File: src/rtl/mem_arb_pkg.sv
// Shared types and constants for the memory-port arbiter.
// Included by the round-robin picker and by the arbiter top.
package mem_arb_pkg;

  localparam int NUM_REQ = 8;
  localparam int SEL_W   = 3;

  typedef enum logic [1:0] {
    IDLE,
    WAIT,
    DONE
  } state_t;

  function automatic logic [NUM_REQ-1:0] onehot(input logic [SEL_W-1:0] i);
    return NUM_REQ'(1) << i;
  endfunction

endpackage

File: src/rtl/rr_pick8.sv
// Combinational round-robin picker: the first set request bit,
// searching upward from base and wrapping modulo 8.
module rr_pick8
  import mem_arb_pkg::*;
(
  input  logic [NUM_REQ-1:0] req,
  input  logic [SEL_W-1:0]   base,
  output logic               found,
  output logic [SEL_W-1:0]   idx
);

  logic [2*NUM_REQ-1:0] dbl;
  logic [NUM_REQ-1:0]   rot;
  logic [SEL_W-1:0]     off;

  // Doubling the vector makes a right rotation by base a plain part-select.
  assign dbl = {req, req};
  assign rot = dbl[base +: NUM_REQ];

  // Scanning from the top down leaves the lowest set bit in off.
  always_comb begin
    off = '0;
    for (int k = NUM_REQ - 1; k >= 0; k--) begin
      if (rot[k]) off = SEL_W'(k);
    end
  end

  assign found = |req;
  assign idx   = base + off;

endmodule

File: src/rtl/mem_arbiter8.sv
// Round-robin arbiter sharing one memory port among 8 requesters,
// with valid/ready handshake, timeout, and per-requester done/err pulses.
module mem_arbiter8
  import mem_arb_pkg::*;
#(
  parameter int TIMEOUT = 255,
  parameter int CNT_W   = 8
) (
  input  logic               clk_i,
  input  logic               rst_i,
  input  logic [NUM_REQ-1:0] req_i,
  input  logic               mem_ready_i,
  output logic [NUM_REQ-1:0] grant_o,
  output logic [SEL_W-1:0]   sel_o,
  output logic               mem_valid_o,
  output logic [NUM_REQ-1:0] done_o,
  output logic [NUM_REQ-1:0] err_o,
  output logic               busy_o
);

  state_t             state, nxt;
  logic [SEL_W-1:0]   ptr, ptr_nxt;
  logic [CNT_W-1:0]   cnt, cnt_nxt;
  logic               found;
  logic [SEL_W-1:0]   pick_idx;
  logic               timeout;

  logic [NUM_REQ-1:0] grant_nxt, done_nxt, err_nxt;
  logic [SEL_W-1:0]   sel_nxt;
  logic               valid_nxt, busy_nxt;

  rr_pick8 u_pick (
    .req   (req_i),
    .base  (ptr),
    .found (found),
    .idx   (pick_idx)
  );

  assign timeout = (cnt == CNT_W'(TIMEOUT - 1));

  // All outputs are registered alongside the state, pointer and counter.
  always_ff @(posedge clk_i) begin
    if (rst_i) begin
      state       <= IDLE;
      ptr         <= '0;
      cnt         <= '0;
      grant_o     <= '0;
      sel_o       <= '0;
      mem_valid_o <= 1'b0;
      done_o      <= '0;
      err_o       <= '0;
      busy_o      <= 1'b0;
    end else begin
      state       <= nxt;
      ptr         <= ptr_nxt;
      cnt         <= cnt_nxt;
      grant_o     <= grant_nxt;
      sel_o       <= sel_nxt;
      mem_valid_o <= valid_nxt;
      done_o      <= done_nxt;
      err_o       <= err_nxt;
      busy_o      <= busy_nxt;
    end
  end

  always_comb begin
    nxt     = state;
    ptr_nxt = ptr;
    cnt_nxt = cnt;
    case (state)
      IDLE: begin
        if (found) begin
          nxt     = WAIT;
          cnt_nxt = '0;
        end
      end
      WAIT: begin
        if (mem_ready_i || timeout) begin
          nxt     = DONE;
          ptr_nxt = sel_o + 1'b1;
        end else begin
          cnt_nxt = cnt + 1'b1;
        end
      end
      DONE:    nxt = IDLE;
      default: nxt = IDLE;
    endcase
  end

  // Ready wins over timeout when both happen in the same WAIT cycle.
  always_comb begin
    grant_nxt = grant_o;
    sel_nxt   = sel_o;
    valid_nxt = mem_valid_o;
    done_nxt  = '0;
    err_nxt   = '0;
    busy_nxt  = (nxt != IDLE);
    case (state)
      IDLE: begin
        if (found) begin
          grant_nxt = onehot(pick_idx);
          sel_nxt   = pick_idx;
          valid_nxt = 1'b1;
        end else begin
          grant_nxt = '0;
          valid_nxt = 1'b0;
        end
      end
      WAIT: begin
        if (mem_ready_i) begin
          done_nxt  = onehot(sel_o);
          grant_nxt = '0;
          valid_nxt = 1'b0;
        end else if (timeout) begin
          err_nxt   = onehot(sel_o);
          grant_nxt = '0;
          valid_nxt = 1'b0;
        end
      end
      default: begin
        grant_nxt = '0;
        valid_nxt = 1'b0;
      end
    endcase
  end

endmodule

File: config.mk
export PLATFORM = sky130hd
export DESIGN_NAME = mem_arbiter8
export DESIGN_NICKNAME = d
export VERILOG_FILES = /design/src/rtl/mem_arb_pkg.sv /design/src/rtl/rr_pick8.sv /design/src/rtl/mem_arbiter8.sv
export SDC_FILE = /design/constraint.sdc
export NUM_CORES = 1
export LEC_CHECK = 0
export BUFFER_PORTS_ARGS = -buffer_cell sky130_fd_sc_hd__buf_2
export CAP_MARGIN = 40
export CORE_ASPECT_RATIO = 1.1
export CORE_MARGIN = 3
export CORE_UTILIZATION = 30
export DETAILED_ROUTE_END_ITERATION = 16
export PLACE_DENSITY = 0.49
export SKIP_CTS_REPAIR_TIMING = 1
export SLEW_MARGIN = 30
export SYNTH_ARGS = -nofsm -noshare
export SYNTH_HDL_FRONTEND = slang
export SYNTH_HIERARCHICAL = 1
export SYNTH_SLANG_ARGS = --single-unit
File: constraint.sdc
create_clock -name clk_i -period 3.75 [get_ports clk_i]
set_clock_uncertainty 0.2 [all_clocks]
set_input_delay 0.5625 -clock clk_i [delete_from_list [all_inputs] [get_ports clk_i]]
set_output_delay 0.5625 -clock clk_i [all_outputs]
set_load 0.01 [all_outputs]
==> metrics.txt <==
status=finished, final reports clean; Hold Path End=mem_valid_o; total of max-cap violations=0; Worst R2R End=grant_o[7]; Synth cell types=64; fin crit share=0.916; drt total wl=4.93 mm; Synth Flop Type=dfxtp_1; post-synthesis adder-cell area fraction=0.0589; CTS sink cnt=42; Initial DRC Count=101; total net switching power=0.316 mW; Antenna diodes=0; largest net degree at the start of global routing=26; Clock Tree Buf Depth=2; Gate power share=0.219; Crit Path Max Fanout=9; type of origin of the critical path=flop; mux cell area share after synthesis=0.140; PortBufs=39; RSZ-0062 raised after global routing=no; commonest non-fill, non-tap cells in the layout=dfxtp_1 (41), buf_2 (39), and3_1 (17), nor2_1 (17), nand2_1 (14); worst skew pair latency=290 ps; Worst-Margin Slew=591 ps; main combinational cell family by area after synthesis=simple AND/OR/NAND/NOR gates; nets=278; CTS Buf Count=5; hpwl dp=3.60 mm; antenna viol nets, final=0; Peak VDD IR=149 uV; Compound-Gate Fraction of Synth Area=0.169; Congestion Overflow GR=0; clock tree from TritonCTS=yes; Synthesized Nets=234; number of synthesized flops with an enable pin=0; DR WL/cell=14.4 um; placement-stage worst setup slack=90.4 ps; hold path startpoint=mem_valid_o; Reg2Reg Depth=13; Area Overhead vs Synth=18.2%; setup TNS=0 ps; Post-Synth Simple-Gate Area=0.210; cell chosen for the clock root=clkbuf_8; Critical Path Most Common Cell=xnor2_1; initial antenna violation count=0; cells along the critical path=mux4_1, mux2i_1, o311ai_0, a21bo_2, a31oi_1, ha_1, inv_1, fa_1, xnor2_1, xnor2_1, and2_2, a32oi_1, nor2_1; critical path type=reg2reg; Sw Share=0.292; final worst path period need=3440 ps; CP max stage delay=580 ps; worst path required time=3720 ps; first-pass GRT wire length=8.05 mm; die area=0.00858 mm^2; ys async rst share=0; router iterations before antenna repair=4; Static Leak=1.18 nW; layout cells sized above 1=0.295; PD cells=408 mW/mm^2; Fmax=291 MHz; Initial Util=0.314; Syn Area/Cell=10.6 um^2; Internal Pwr Total=0.769 mW; Setup WS post-layout=314 ps; DIE WIDTH=88.6 um; worst reg2reg startpoint=ptr[0]; Die Y=96.9 um; pins over their slew limit=0; # rows=32; synth warn=6; slowest CP cell=mux4_1; Crit path arrival time=3410 ps; post-synthesis register bit count=42; Slew headroom=0.604; Seq/Total Area, Yosys=0.373; final hold vios=0; Via density=5.07; Flop pwr share=0.447; Hold Crit Class=reg2reg; vias in the first global route=1627; gpl congestion=0.834; Cell Area, Synth=0.00225 mm^2; Post-Synth XOR/XNOR Area=0.00778; Worst-path clk slew=90 ps; # setup viols final=0; vias=1738; core area=0.00717 mm^2; I/O Pins=40; gr usage total=0.117; CTS HTree Levels=2; DRC violations left=0; commonest non-fill, non-tap cell in the layout=dfxtp_1; nature of the critical path endpoint=flop; Clock power frac=0.334; Synth Instances=213; Reg2Reg Setup Slack=310 ps; worst hold stages=2
## stage by stage
step	hold slack (ps)	util	power, mW	instance area (um^2)	cells
after floorplan	258	-	0.664	2250	213
after CTS	297	0.371	1.10	2660	343
after global routing	318	0.371	1.15	2660	343
final	290	0.371	1.09	2660	343
after global placement	278	0.355	0.736	2540	335
after detailed placement	276	0.355	0.736	2540	335
## state kept, by name (all words and copies together) (netlist names)
signal       flops
cnt              8
done_o           8
err_o            8
grant_o          8
ptr              3
sel_o            3
state            2
busy_o           1
mem_valid_o      1
## area by class of cell
| class | count | area (um^2) |
|---|---|---|
| timing repair buffer | 45 | 240 |
| tap | 85 | 106 |
| fill | 731 | 4510 |
| clock buffer | 5 | 68.8 |
| multi-input combinational | 153 | 1320 |
| clock inverter | 3 | 43.8 |
| inverter | 10 | 37.5 |
| sequential | 42 | 845 |
## per-layer routing
metal	up-vias	track usage	wire length, um
met1	813	0.159	2430
met4	0	0.0419	71
met5	-	0	0
met3	4	0.0264	190
li1	884	-	-
met2	37	0.180	2240
## how the worst max path moves through the flow
stage	startpoint	endpoint	slack, ps	depth (start not counted)
after detailed placement	req_i[4]	grant_o[7]	90	14
after CTS	ptr[0]	grant_o[7]	90	13
final	ptr[0]	grant_o[7]	310	13
after global routing	ptr[0]	grant_o[4]	8	13
after floorplan	req_i[7]	grant_o[7]	380	13
after global placement	req_i[4]	grant_o[7]	170	14
## synthesized netlist by cell type (all sizes together), types with 2 or more instances
cell / number / area share
xnor2: 2 / 0.0078
and4: 2 / 0.0078
buf: 5 / 0.019
and2: 5 / 0.014
nand4: 2 / 0.0083
mux4: 7 / 0.082
a22oi: 6 / 0.020
a21oi: 7 / 0.017
inv: 10 / 0.017
nand2: 15 / 0.026
a21o: 2 / 0.0067
nor4: 4 / 0.018
dfxtp: 42 / 0.37
a21bo: 2 / 0.0089
a2111oi: 2 / 0.019
a32oi: 2 / 0.0078
and3: 17 / 0.047
nor2: 18 / 0.031
clkbuf: 3 / 0.0050
nand3: 3 / 0.0089
ha: 9 / 0.050
mux2: 6 / 0.032
mux2i: 6 / 0.027
o32ai: 2 / 0.0078
o21ai: 2 / 0.0094
o21a: 2 / 0.0072
nor2b: 4 / 0.011
o2111ai: 2 / 0.0078
nor3b: 3 / 0.017
o211ai: 2 / 0.0067
a211oi: 2 / 0.0089
## logic make-up after synthesis
group,Yosys count
AOI/OAI and AO/OA,43
xor gates and xnor gates,2
adders and majority gates,10
buffers and inverters,18
DFF,42
muxes,19
and+or+nand+nor,79
## worst max-delay path, delay by kind of cell (launching register included)
kind	cells	cell delay [ps]
buffers and inverters	1	50
AND/OR/NAND/NOR	2	260
adder cells (fa/ha/maj)	2	530
flip-flops	1	430
multiplexers	2	770
XOR/XNOR	2	300
AO/OA/AOI/OAI	4	780
## power by group through the flow
| stage | sequential, mW | clock (mW) | combinational [mW] |
|---|---|---|---|
| CTS | 0.485 | 0.374 | 0.241 |
| floorplan | 0.497 | 0 | 0.167 |
| finish | 0.485 | 0.362 | 0.238 |
| detailed placement | 0.495 | 0 | 0.240 |
| global placement | 0.496 | 0 | 0.240 |
| global route | 0.490 | 0.392 | 0.265 |
Note: power is estimated with default switching activity, not from simulation.
